--- config.mk ---
export PLATFORM = sky130hd
export DESIGN_NAME = pwm_sample_scheduler
export DESIGN_NICKNAME = d
export VERILOG_FILES = /design/src/rtl/audio_pkg.sv /design/src/rtl/rate_divider.sv /design/src/rtl/pwm_sample_scheduler.sv
export SDC_FILE = /design/constraint.sdc
export NUM_CORES = 1
export LEC_CHECK = 0
export ABC_AREA = 1
export CAP_MARGIN = 10
export CORE_UTILIZATION = 60
export DETAILED_ROUTE_END_ITERATION = 12
export DONT_BUFFER_PORTS = 1
export PLACE_DENSITY_LB_ADDON = 0.25
export SYNTH_ARGS = -nofsm -noshare
export SYNTH_HDL_FRONTEND = slang
export SYNTH_SLANG_ARGS = --single-unit
export TNS_END_PERCENT = 50
--- constraint.sdc ---
create_clock -name clk -period 4 [get_ports clk]
set_clock_uncertainty 0.15 [all_clocks]
set_input_delay 0 -clock clk [delete_from_list [all_inputs] [get_ports clk]]
set_output_delay 0 -clock clk [all_outputs]
set_load 0.01 [all_outputs]
--- src/rtl/audio_pkg.sv ---
// -----------------------------------------------------------------------------
// audio_pkg
// Shared definitions for the audio output path.
//   sched_state_t    : sample scheduler state (IDLE, PRIME, RUN, MUTE)
//   MAX_WIDTH        : widest sample the helper functions handle (32 bits)
//   mid_code()       : midscale (silence) code for an offset-binary sample
//   signed_to_offset : two's-complement -> offset-binary (MSB flip)
// -----------------------------------------------------------------------------
package audio_pkg;

    localparam int MAX_WIDTH = 32;

    typedef enum logic [1:0] {
        IDLE  = 2'd0,
        PRIME = 2'd1,
        RUN   = 2'd2,
        MUTE  = 2'd3
    } sched_state_t;

    // Midscale of a width-bit offset-binary code: only the MSB set.
    function automatic logic [MAX_WIDTH-1:0] mid_code(input int unsigned width);
        mid_code = {{(MAX_WIDTH-1){1'b0}}, 1'b1} << (width - 1);
    endfunction

    // Offset binary is two's complement with the sign bit inverted, so the
    // conversion is a single XOR with the midscale code.
    function automatic logic [MAX_WIDTH-1:0] signed_to_offset(
        input logic [MAX_WIDTH-1:0] sample,
        input int unsigned          width
    );
        signed_to_offset = sample ^ mid_code(width);
    endfunction

endpackage

--- src/rtl/rate_divider.sv ---
// -----------------------------------------------------------------------------
// rate_divider
// Free-running period divider. While run is high the counter advances every
// clk and tick is asserted in the cycle where cnt >= div, after which the
// counter restarts at 0. While run is low the counter is held at 0.
//   clk  : system clock
//   rst  : synchronous active-high reset
//   run  : enable counting; low clears the counter
//   div  : period minus 1, in clk cycles (div=0 ticks every cycle)
//   tick : combinational tick, valid in the cycle it is asserted
// -----------------------------------------------------------------------------
module rate_divider #(
    parameter int DIV_WIDTH = 16
) (
    input  logic                 clk,
    input  logic                 rst,
    input  logic                 run,
    input  logic [DIV_WIDTH-1:0] div,
    output logic                 tick
);

    logic [DIV_WIDTH-1:0] cnt_reg;
    logic [DIV_WIDTH-1:0] cnt_next;

    // ">=" rather than "==": if div is lowered below the current count the
    // divider ticks on the next cycle instead of wrapping the whole range.
    assign tick = run && (cnt_reg >= div);

    always_comb begin
        cnt_next = cnt_reg;
        if (!run || tick) begin
            cnt_next = '0;
        end else begin
            cnt_next = cnt_reg + 1'b1;
        end
    end

    always_ff @(posedge clk) begin
        if (rst) begin
            cnt_reg <= '0;
        end else begin
            cnt_reg <= cnt_next;
        end
    end

endmodule

--- src/rtl/pwm_sample_scheduler.sv ---
// -----------------------------------------------------------------------------
// pwm_sample_scheduler
// Paces a valid/ready stream of signed PCM samples into the PWM modulator at
// a programmable rate. One sample is buffered; on every rate tick in RUN the
// buffered sample is converted to offset binary and presented on pcm_out.
// Starved ticks hold the last output; UNDERRUN_LIMIT consecutive starved
// ticks mute the output to midscale until the stream re-primes.
//   clk            : system clock
//   rst            : synchronous active-high reset
//   enable         : run request; low returns to IDLE and flushes the buffer
//   div            : sample period minus 1, in clk cycles
//   s_data/s_valid : signed sample input
//   s_ready        : buffer can accept a sample this cycle
//   pcm_out        : offset-binary sample to the modulator (registered)
//   sample_tick    : one-cycle pulse in the cycle pcm_out may take a new value
//   underrun_count : saturating count of starved ticks (kept across IDLE)
//   muted          : pcm_out forced to midscale by underrun or idle
// WIDTH must not exceed audio_pkg::MAX_WIDTH; UNDERRUN_LIMIT must be >= 1.
// -----------------------------------------------------------------------------
module pwm_sample_scheduler
    import audio_pkg::*;
#(
    parameter int WIDTH          = 16,
    parameter int DIV_WIDTH      = 16,
    parameter int UNDERRUN_LIMIT = 4
) (
    input  logic                 clk,
    input  logic                 rst,
    input  logic                 enable,
    input  logic [DIV_WIDTH-1:0] div,
    input  logic [WIDTH-1:0]     s_data,
    input  logic                 s_valid,
    output logic                 s_ready,
    output logic [WIDTH-1:0]     pcm_out,
    output logic                 sample_tick,
    output logic [15:0]          underrun_count,
    output logic                 muted
);

    localparam logic [WIDTH-1:0] MID = WIDTH'(mid_code(WIDTH));
    localparam int STARVE_W = $clog2(UNDERRUN_LIMIT + 1);
    localparam logic [STARVE_W-1:0] STARVE_LAST = STARVE_W'(UNDERRUN_LIMIT - 1);

    sched_state_t         state_reg;
    logic [WIDTH-1:0]     buf_reg;
    logic                 buf_valid_reg;
    logic [WIDTH-1:0]     pcm_reg;
    logic                 tick_reg;
    logic                 muted_reg;
    logic [15:0]          underrun_reg;
    logic [STARVE_W-1:0]  starve_reg;

    logic                 active;
    logic                 div_tick;
    logic                 ready_next;
    logic                 accept;
    logic [WIDTH-1:0]     pcm_conv;

    // The divider only runs while the scheduler is out of IDLE and still
    // enabled, so a disable request also silences the tick in its last cycle.
    assign active = (state_reg != IDLE) && enable;

    rate_divider #(
        .DIV_WIDTH(DIV_WIDTH)
    ) u_rate_divider (
        .clk  (clk),
        .rst  (rst),
        .run  (active),
        .div  (div),
        .tick (div_tick)
    );

    // In RUN the buffer frees up on a tick, so a new sample may be taken in
    // the same edge that the old one leaves for pcm_out (no bubble).
    always_comb begin
        ready_next = 1'b0;
        case (state_reg)
            PRIME, MUTE: ready_next = !buf_valid_reg;
            RUN:         ready_next = !buf_valid_reg || div_tick;
            default:     ready_next = 1'b0;
        endcase
        // Refuse data while being disabled: it would be flushed anyway.
        ready_next = ready_next && enable;
    end

    assign accept   = s_valid && ready_next;
    assign pcm_conv = WIDTH'(signed_to_offset(MAX_WIDTH'(buf_reg), WIDTH));

    always_ff @(posedge clk) begin
        if (rst) begin
            state_reg     <= IDLE;
            buf_reg       <= '0;
            buf_valid_reg <= 1'b0;
            pcm_reg       <= MID;
            tick_reg      <= 1'b0;
            muted_reg     <= 1'b1;
            underrun_reg  <= '0;
            starve_reg    <= '0;
        end else begin
            tick_reg <= 1'b0;
            if (!enable) begin
                state_reg     <= IDLE;
                buf_valid_reg <= 1'b0;
                pcm_reg       <= MID;
                muted_reg     <= 1'b1;
                starve_reg    <= '0;
            end else begin
                case (state_reg)
                    IDLE: begin
                        state_reg <= PRIME;
                    end
                    PRIME, MUTE: begin
                        // Ticks here only pace the restart; the buffered
                        // sample is held until the first tick in RUN.
                        if (div_tick) begin
                            tick_reg <= 1'b1;
                            if (buf_valid_reg) begin
                                state_reg <= RUN;
                            end
                        end
                        if (accept) begin
                            buf_reg       <= s_data;
                            buf_valid_reg <= 1'b1;
                        end
                    end
                    RUN: begin
                        if (div_tick) begin
                            tick_reg <= 1'b1;
                            if (buf_valid_reg) begin
                                pcm_reg    <= pcm_conv;
                                muted_reg  <= 1'b0;
                                starve_reg <= '0;
                            end else begin
                                if (underrun_reg != 16'hFFFF) begin
                                    underrun_reg <= underrun_reg + 16'd1;
                                end
                                if (starve_reg == STARVE_LAST) begin
                                    state_reg  <= MUTE;
                                    pcm_reg    <= MID;
                                    muted_reg  <= 1'b1;
                                    starve_reg <= '0;
                                end else begin
                                    starve_reg <= starve_reg + 1'b1;
                                end
                            end
                        end
                        // A load in the consuming edge keeps the buffer full.
                        if (accept) begin
                            buf_reg       <= s_data;
                            buf_valid_reg <= 1'b1;
                        end else if (div_tick && buf_valid_reg) begin
                            buf_valid_reg <= 1'b0;
                        end
                    end
                    default: begin
                        state_reg <= IDLE;
                    end
                endcase
            end
        end
    end

    assign s_ready        = ready_next;
    assign pcm_out        = pcm_reg;
    assign sample_tick    = tick_reg;
    assign underrun_count = underrun_reg;
    assign muted          = muted_reg;

endmodule

# After elaboration in Yosys (flattened, before gate mapping)
# Cells that the tools add are included.
totals:
  regBits: 72
  inputBits: 36
  out_inout_bits: 35
  word_cells: 71
classes:
  addsub: 3
  order_cmp: 1
  n_eq_ne: 12
  mux: 18
  bitwise: 4
  reduce_logical: 24
op_table:
  columns: ["cell", "n"]
  rows:
  - ["$add 16x1->16 const B", 2]
  - ["$mux 16", 2]
  - ["$ge 16x16->1", 1]
  - ["$ne 16x16->1 const B", 1]
  - ["$ne 2x2->1 const B", 6]
  - ["$mux 2", 5]
  - ["$reduce_and 5->1", 2]
  - ["$reduce_and 3->1", 3]
  - ["$mux 1", 6]
  - ["$mux 3", 2]
  - ["$pmux 2 s3", 1]
  - ["$reduce_bool 2->1", 3]
  - ["$reduce_or 2->1", 3]
  - ["$reduce_or 3->1", 2]
  - ["$logic_and 1x1->1", 5]
  - ["$eq 2x2->1 const B", 2]
  - ["$not 1->1", 4]
  - ["$pmux 1 s2", 2]
  - ["$add 3x1->3 const B", 1]
  - ["$eq 3x2->1 const B", 1]
  - ["$ne 3x3->1 const B", 1]
  - ["$eq 2x1->1 const B", 1]
  - ["$logic_not 1->1", 2]
  - ["$logic_not 2->1", 1]
  - ["other kinds (2)", 3]

# Longest topological paths before layout
# Gate-level depths: netlist of run 1.
logic_depth:
  word_depth: 9
  mapped_depth: 17

# Cells and area by module
# Synthesis of run 1 repeated with hierarchy kept, for this count alone.
hier_totals:
  hier_cells: 516
  area_unflattened_um2: 3689.8
modules_own_cells:
  columns: ["mod", "n_inst", "cells_per_inst", "area_per_inst_um2", "seq_area_each_um2"]
  rows:
  - ["pwm_sample_scheduler", 1, 339, 2447.3, 1121.1]
  - ["rate_divider", 1, 177, 1242.4, 320.3]

# Worst setup path before layout of run 1
# OpenSTA, ideal clock, no wires.
synth_timing:
  path_type: "register to register"
  from: "reg u_rate_divider.cnt_reg[0]"
  to: "reg buf_reg[15]"
  setup_ns: 0.115
  arrival_time_ns: 1.679
  setup_slack_ns: 2.056
  path_stages_with_launch: 17
  synth_period_minus_slack_ns: 1.944
  path_cell_list: "dfxtp_1 -> inv_1 -> ha_1 -> nand2_1 -> nor2_1 -> nor2_1 -> nand2_1 -> nand2_1 -> nand2_1 -> nand2_2 -> nand2_4 -> nand3_4 -> nand2_4 -> buf_6 -> nand3_1 -> nand2_1 -> nor2_1"
synth_via:
  elab_chain_cells: 7
synth_rtl:
  columns: ["item", "line", "text"]
  rows:
  - ["from (decl)", "rate_divider.sv:22", "logic [DIV_WIDTH-1:0] cnt_reg;"]
  - ["from (signal assigned)", "rate_divider.sv:42", "cnt_reg <= cnt_next;"]
  - ["$ge 16x16->1", "rate_divider.sv:27", "assign tick = run && (cnt_reg >= div);"]
  - ["$logic_and 1x1->1", "rate_divider.sv:27", null]
  - ["$logic_or 1x1->1", "pwm_sample_scheduler.sv:79", "RUN: ready_next = !buf_valid_reg || div_tick;"]
  - ["$pmux 1 s2", "pwm_sample_scheduler.sv:77", "case (state_reg)"]
  - ["$logic_and 1x1->1", "pwm_sample_scheduler.sv:83", "ready_next = ready_next && enable;"]
  - ["$logic_and 1x1->1", "pwm_sample_scheduler.sv:86", "assign accept = s_valid && ready_next;"]
  - ["$reduce_and 3->1 (no line)", null, null]
  - ["to (signal assigned)", "pwm_sample_scheduler.sv:122", "buf_reg <= s_data;"]
  - ["to (signal assigned)", "pwm_sample_scheduler.sv:149", "buf_reg <= s_data;"]
  - ["to (decl)", "pwm_sample_scheduler.sv:45", "logic [WIDTH-1:0] buf_reg;"]
# Every way passes these cells.
# A chain may end at the register's enable or synchronous reset.

# Final worst setup path of run 1
layout_timing:
  from: "reg u_rate_divider.cnt_reg[13]"
  to: "reg buf_reg[1]"
layout_via:
  elab_chain_cells: 7
layout_rtl:
  columns: ["item", "line", "text"]
  rows:
  - ["$ge 16x16->1", "rate_divider.sv:27", null]
  - ["$logic_and 1x1->1", "rate_divider.sv:27", null]
  - ["$logic_or 1x1->1", "pwm_sample_scheduler.sv:79", null]
  - ["$pmux 1 s2", "pwm_sample_scheduler.sv:77", null]
  - ["$logic_and 1x1->1", "pwm_sample_scheduler.sv:83", null]
  - ["net s_ready", "pwm_sample_scheduler.sv:33", "output logic s_ready,"]
  - ["$logic_and 1x1->1", "pwm_sample_scheduler.sv:86", null]
  - ["$reduce_and 3->1 (no line)", null, null]
# The timed path passes the listed nets, and every way through them passes these cells.

==> summary.md, run 1 <==
| Metric | Value |
|---|---|
| Slew HR | `28.08%` |
| CTS Buffer Depth | `2` |
| Clk pin slew, worst setup/hold paths | `0.07 ns` |
| Asr flop ratio synth | `0%` |
| GR peak layer | `met2` |
| Final Hold Viols | `0` |
| Synth area leaders | `dfxtp_1, nand2_1, a21oi_1` |
| Status | `finished, final reports clean` |
| Later-pin clock latency in the skew report | `0.33 ns` |
| Worst Path Required | `4.07 ns` |
| Grt ovf | `0` |
| Antenna-violating nets left | `0` |
| RR Endpoint | `buf_reg[1]` |
| Largest net degree at the start of global routing | `35` |
| DR vias | `3144` |
| Max FO, Critical Path | `34` |
| Max Fclk | `349.5 MHz` |
| Num CTS Buffers | `9` |
| Die area | `0.006585 mm2` |
| Antenna cells | `0` |
| I/O Buffers | `0` |
| Tcrit/Tclk final | `71.54%` |
| Synth-to-Final Area Change | `9.920%` |
| Met3 GRT Util | `5.056%` |
| Slew @ Worst Pin | `1.075 ns` |
| Mapped Avg Cell Area | `7.472 um2` |
| Via/cell ratio | `5.293` |
| Slowest-stage cell, CP | `dlygate4sd3_1` |
| Yosys top cell area share | `38.35%` |
| Fill count | `499` |
| Seq/Total Area, Yosys | `38.35%` |
| Top_reg_cell synth | `dfxtp_1` |
| Max VDD drop | `0.2565 mV` |
| Synth area leader | `dfxtp_1` |
| Buf+Inv Stages, Crit Path | `1` |
| Post-synth top cells | `nand2_1, dfxtp_1, inv_1` |
| Hold path depth | `8` |
| Die Ht | `81.15 um` |
| Unrepaired setup endpoints after global routing | `false` |
| Iteration-0 DRC count of the detailed router | `164` |
| H-Tree Level Count | `3` |
| Worst Hold Launch | `div[15]` |
| Core region area | `0.005991 mm2` |
| Total power | `1.426 mW` |
| Fin crit period | `2.862 ns` |
| Min-Delay Path Class | `in2reg` |
| TritonCTS clock tree | `yes` |
| Antenna violations before repair | `0` |
| CP top delay family | `simple AND/OR/NAND/NOR gates` |
| Synth Instances | `503` |
| Remaining DRCs | `0` |
| Cells on worst reg2reg path | `11` |
| Grt met2 use | `40.92%` |
| Post-DP HPWL | `4.966 mm` |
| Post-Syn Area | `0.003759 mm2` |
| Die width | `81.15 um` |
| Routed Wire Length | `7.364 mm` |
| LEAKAGE | `1.656 nW` |
| PwrDens | `345.1 mW/mm2` |
| GP Congestion | `0.7998` |
| Layout cells sized above 1 | `9.249%` |
| DR WL/cell | `12.40 um` |
| Hold endpoint | `sample_tick` |
| Synthesis Warnings | `0` |
| Pre-CTS setup slack | `1.644 ns` |
| Crit path cell chain | `ha_1 -> nand2_1 -> nor3_1 -> nand2_2 -> nand2_4 -> nand3_4 -> nand2_4 -> nand3_1 -> nand2_1 -> nor2_1 -> dlygate4sd3_1` |
| FF-to-FF setup slack | `1.14 ns` |
| Worst r2r src | `u_rate_divider.cnt_reg[13]` |
| CP arrival | `2.93 ns` |
| Clk sink count | `72` |
| Sum Neg Setup Slack | `0 ns` |
| DRT Pass-1 Iters | `4` |
| GRT met1 Usage | `28.22%` |
| Critical Path Start Type | `flip-flop` |
| Fin nets | `569` |
| Final setup viols | `0` |
| Max-cap violations | `0` |
| Slowest stage delay, CP | `0.54 ns` |
| Resized cells post-CTS | `0` |
| Global Route Usage Sum | `23.47%` |
| Initial Util | `62.74%` |
| Most frequent cell after synthesis | `nand2_1` |
| Synthesized Nets | `558` |
| Post-synth EDFFs | `0` |
| IO Pins | `71` |
| Count of unique library cells instantiated by Yosys | `38` |
| Clk root buf | `clkbuf_8` |
| Max-slew violation count | `0` |
| Nature of the critical path endpoint | `flip-flop` |
| Setup CP Type | `reg2reg` |
| Number of global-route vias before repair | `2773` |
| Global-route wire length before repair | `12.05 mm` |
| #FFs+latches synth | `72` |
| Final Worst Setup Slack | `1.138 ns` |
| Rows | `28` |
## cell usage in the layout (no fill, tap or decap), types with 6 or more instances in the layout
| master | n |
|---|---|
| nor3_1 | 6 |
| nand3_1 | 44 |
| nand2_1 | 111 |
| a21oi_1 | 50 |
| inv_1 | 57 |
| dlygate4sd3_1 | 19 |
| ha_1 | 19 |
| xnor2_1 | 6 |
| xor2_1 | 12 |
| clkbuf_8 | 10 |
| a21oi_2 | 12 |
| nand4_1 | 7 |
| dfxtp_1 | 72 |
| nor2_1 | 45 |
## power breakdown
part | internal [mW] | switching [mW]
clock network | 0.369 | 0.257
logic | 0.0283 | 0.0452
registers | 0.723 | 0.00358
total | 1.12 | 0.306
## worst max path at each step
stage          depth (start not counted)                         end  slack [ns]                  startpoint
5_1_grt                               16                  buf_reg[1]        0.91   u_rate_divider.cnt_reg[0]
2_1_floorplan                         16                 buf_reg[15]        2.06   u_rate_divider.cnt_reg[0]
6_report                              11                  buf_reg[1]        1.14  u_rate_divider.cnt_reg[13]
3_3_place_gp                          12  u_rate_divider.cnt_reg[13]        1.74   u_rate_divider.cnt_reg[0]
4_1_cts                               11                  buf_reg[1]        1.14  u_rate_divider.cnt_reg[13]
3_5_place_dp                          12  u_rate_divider.cnt_reg[13]        1.64   u_rate_divider.cnt_reg[0]
## cells by family after synthesis
group | share of synthesized area, %
AND/OR/NAND/NOR | 30.36
buffers and inverters | 9.421
adder cells (fa/ha/maj) | 6.325
flip-flops | 38.35
XOR/XNOR | 4.194
AO/OA/AOI/OAI | 11.35
## stage by stage
stage	utilization [%]	cell area (um2)	std cells	hold WS, ns
final	68.96	4131	594	0.2239
after global routing	68.96	4131	594	0.2930
after CTS	68.96	4131	594	0.2099
after detailed placement	62.22	3727	559	-0.08346
after global placement	62.22	3727	559	-0.08375
after floorplan	-	3759	503	0.06910
## worst register-to-register path, stage by stage, from the launching register on
cell and delay, ns:
dfxtp_1 0.36, ha_1 0.32, nand2_1 0.09, nor3_1 0.28
nand2_2 0.12, nand2_4 0.12, nand3_4 0.16, nand2_4 0.35
nand3_1 0.12, nand2_1 0.10, nor2_1 0.05, dlygate4sd3_1 0.54
## routing by layer
layer,vias up,wire length [um]
li1,1647,-
met1,1420,3482
met2,71,3455
met3,6,340
met4,0,86
met5,-,0
## area by class of cell
type / instances / area (um2) / share of cell area, %
tap: 75 / 93.84 / 2.271
clock inverter: 3 / 65.06 / 1.575
inverter: 61 / 229.0 / 5.542
multi-input combinational: 351 / 1963 / 47.52
timing repair buffer: 19 / 190.2 / 4.603
sequential: 72 / 1441 / 34.89
clock buffer: 13 / 148.9 / 3.604
## timing repair
item / in CTS / in global routing
hold endpoints to repair: 39 / 0
setup buffers: 0 / 0
hold buffers: 19 / 0
Note: power is estimated with default switching activity, not from simulation.
==> run 2: changes to the inputs <==
--- a/config.mk
+++ b/config.mk
@@ -7,7 +7,7 @@
 export LEC_CHECK = 0
 export ABC_AREA = 1
 export CAP_MARGIN = 10
-export CORE_UTILIZATION = 60
+export CORE_UTILIZATION = 57
 export DETAILED_ROUTE_END_ITERATION = 12
 export DONT_BUFFER_PORTS = 1
 export PLACE_DENSITY_LB_ADDON = 0.25
==> constraint.sdc (replaced) <==
create_clock -name clk -period 2.5 [get_ports clk]
set_clock_uncertainty 0.15 [all_clocks]
set_input_delay 0 -clock clk [delete_from_list [all_inputs] [get_ports clk]]
set_output_delay 0 -clock clk [all_outputs]
set_load 0.01 [all_outputs]
==> summary.md, run 2 (synthesized netlist as in run 1, its figures left out) <==
| Metric | Value |
|---|---|
| Status | `finished, final reports clean` |
| IO Pins | `71 (unchanged)` |
| Global Route Usage Sum | `23.15% (-0.32 points)` |
| Sum Neg Setup Slack | `0 ns (unchanged)` |
| Metal1 wirelength | `3.360 mm (-3.5%)` |
| Rows | `29 (+3.6%)` |
| Slowest-stage cell, CP | `dlygate4sd3_1` |
| CP arrival | `2.44 ns (-0.49 ns)` |
| Worst Path Required | `2.59 ns (-1.48 ns)` |
| Slew @ Worst Pin | `1.137 ns (+0.06192 ns)` |
| Die area | `0.006923 mm2 (+5.1%)` |
| Final core utilization | `65.56% (-3.4 points)` |
| Num CTS Buffers | `9 (unchanged)` |
| Critical Path Start Type | `input pin` |
| Largest net degree at the start of global routing | `35 (unchanged)` |
| DR WL/cell | `12.74 um (+2.7%)` |
| Antenna-violating nets left | `0 (unchanged)` |
| Final Hold Viols | `0 (unchanged)` |
| Number of global-route vias before repair | `2945 (+6.2%)` |
| I/O Buffers | `0 (unchanged)` |
| Max-cap violations | `0 (unchanged)` |
| Initial Util | `59.19% (-3.5 points)` |
| DRT Pass-1 Iters | `5 (+1)` |
| CTS Buffer Depth | `2 (unchanged)` |
| Iteration-0 DRC count of the detailed router | `157 (-4.3%)` |
| Final setup viols | `0 (unchanged)` |
| Fin crit period | `2.351 ns` |
| Routed Wire Length | `7.630 mm (+3.6%)` |
| LEAKAGE | `1.660 nW (+0.25%)` |
| Seq pwr share | `52.3% (+1.4 points)` |
| Tcrit/Tclk final | `94.03%` |
| Core region area | `0.006350 mm2 (+6.0%)` |
| Later-pin clock latency in the skew report | `0.35 ns (+0.02 ns)` |
| Clk root buf | `clkbuf_8` |
| Grt ovf | `0 (unchanged)` |
| Top sig layer | `met4` |
| WL met3 | `374 um (+10%)` |
| Nature of the critical path endpoint | `flip-flop` |
| Switching power | `0.5080 mW (+66%)` |
| Antenna cells | `0 (unchanged)` |
| Die width | `83.21 um (+2.5%)` |
| Final Worst Setup Slack | `0.1492 ns (-0.9892 ns)` |
| H-Tree Level Count | `3 (unchanged)` |
| Number of setup buffers added after CTS | `0 (unchanged)` |
| Remaining DRCs | `0 (unchanged)` |
| Synth-to-Final Area Change | `10.75%` |
| Fill count | `564 (+13%)` |
| Clk sink count | `72 (unchanged)` |
| Switching share of power | `22.85% (+1.4 points)` |
| Via/cell ratio | `5.306 (+0.24%)` |
| Combinational power share | `5.5% (+0.3 points)` |
| TritonCTS clock tree | `yes` |
| Max Fclk | `425.4 MHz` |
| Clock share of power | `42.2% (-1.7 points)` |
| Min-Delay Path Class | `in2reg` |
| Internal cell power | `1.716 mW (+53%)` |
| Cell Area, Placed | `0.003752 mm2 (+0.67%)` |
| PwrDens | `534.2 mW/mm2 (+55%)` |
| Max-slew violation count | `0 (unchanged)` |
| Layout cells sized above 1 | `10.54% (+1.3 points)` |
| Global-route wire length before repair | `12.99 mm (+7.7%)` |
| DR vias | `3178 (+1.1%)` |
| Most frequent cells in the layout | `nand2_1, dfxtp_1, inv_1, a21oi_1, nor2_1` |
| GP Congestion | `0.8119 (+1.5%)` |
| Pre-CTS setup slack | `0.2062 ns (-1.438 ns)` |
| Clk pin slew, worst setup/hold paths | `0.07 ns (about the same)` |
| Leading cell type in the layout, fill and taps excluded | `nand2_1` |
| Buf+Inv Stages, Crit Path | `3 (+2)` |
| CP top delay family | `buffers and inverters` |
| Slew HR | `23.93% (-4.1 points)` |
| Die Ht | `83.21 um (+2.5%)` |
| Setup CP Type | `in2reg` |
| Unrepaired setup endpoints after global routing | `false` |
| Routed wl met2 | `3.755 mm (+8.7%)` |
| Crit path cell chain | `dlygate4sd3_1 -> clkinvlp_4 -> nand4_1 -> buf_4 -> a21oi_1 -> o21a_1` |
| Post-DP HPWL | `5.041 mm (+1.5%)` |
| Cell area after layout | `0.004163 mm2 (+0.76%)` |
| Max VDD drop | `0.3714 mV (+45%)` |
| Slowest stage delay, CP | `1.18 ns (+0.64 ns)` |
| Fin nets | `572 (+0.53%)` |
| Antenna violations before repair | `0 (unchanged)` |
| Max FO, Critical Path | `19 (-44%)` |
## run 2: changes by cell type in the layout (fill, tap and decap cells not counted), sizes merged
| cell | delta |
|---|---|
| clkinvlp | +3 |
| buf | +3 |
| inv | -1 |
| clkbuf | -2 |
| clkinv | +1 |
| bufinv | -1 |
## run 2: area by class of cell
cell class | instances | area, um2 | area share (%)
Tap cell | 77 | 96.34 | 2.314
Multi-Input combinational cell | 351 | 1972 | 47.37
Timing Repair Buffer | 22 | 212.7 | 5.110
Clock inverter | 5 | 55.05 | 1.323
Sequential cell | 72 | 1441 | 34.63
Inverter | 61 | 234.0 | 5.621
Clock buffer | 11 | 151.4 | 3.637
## run 2: final timing paths
path,from,end,slack [ns],depth (start not counted)
setup / recovery,rst,u_rate_divider.cnt_reg[13],0.15,6
hold / removal,div[15],sample_tick,0.19,8
setup reg to reg,u_rate_divider.cnt_reg[0],buf_reg[5],0.24,15
hold reg to reg,starve_reg[2],starve_reg[2],0.31,2
## run 2: per-stage QoR
step                      std cells  hold slack, ns  power (mW)
final                           599          0.1853       2.224
after global routing            599          0.2734       2.310
after CTS                       599          0.1778       2.245
after detailed placement        564        -0.08356       1.271
after global placement          564        -0.08437       1.267
after floorplan                 503         0.06910       1.270
## run 2: power by group through the flow
stage	combinational (mW)	clock [mW]	sequential (mW)
after global placement	0.0786	0	1.19
after detailed placement	0.0823	0	1.19
after global routing	0.139	1.01	1.16
final	0.123	0.939	1.16
after CTS	0.119	0.965	1.16
after floorplan	0.0827	0	1.19
## run 2: worst register-to-register path: cells and delay by family, from the launching register on
kind,cells,cell delay (ns)
flops,1,0.41
fa+ha+maj,1,0.27
buf+inv,1,0.07
simple gates,13,1.27
## run 2: per-layer routing
metal / vias to the layer above / GRT usage (%)
met5: - / 0
met4: 0 / 10.97
met3: 11 / 5.268
met2: 78 / 40.01
met1: 1444 / 27.03
li1: 1645 / -
## run 2: repair_timing
item                                   in CTS  in global routing
hold buffers                               19                  0
endpoints found under the hold margin      39                  0
setup endpoints to repair                   0                 38
resized for setup                           0                  3
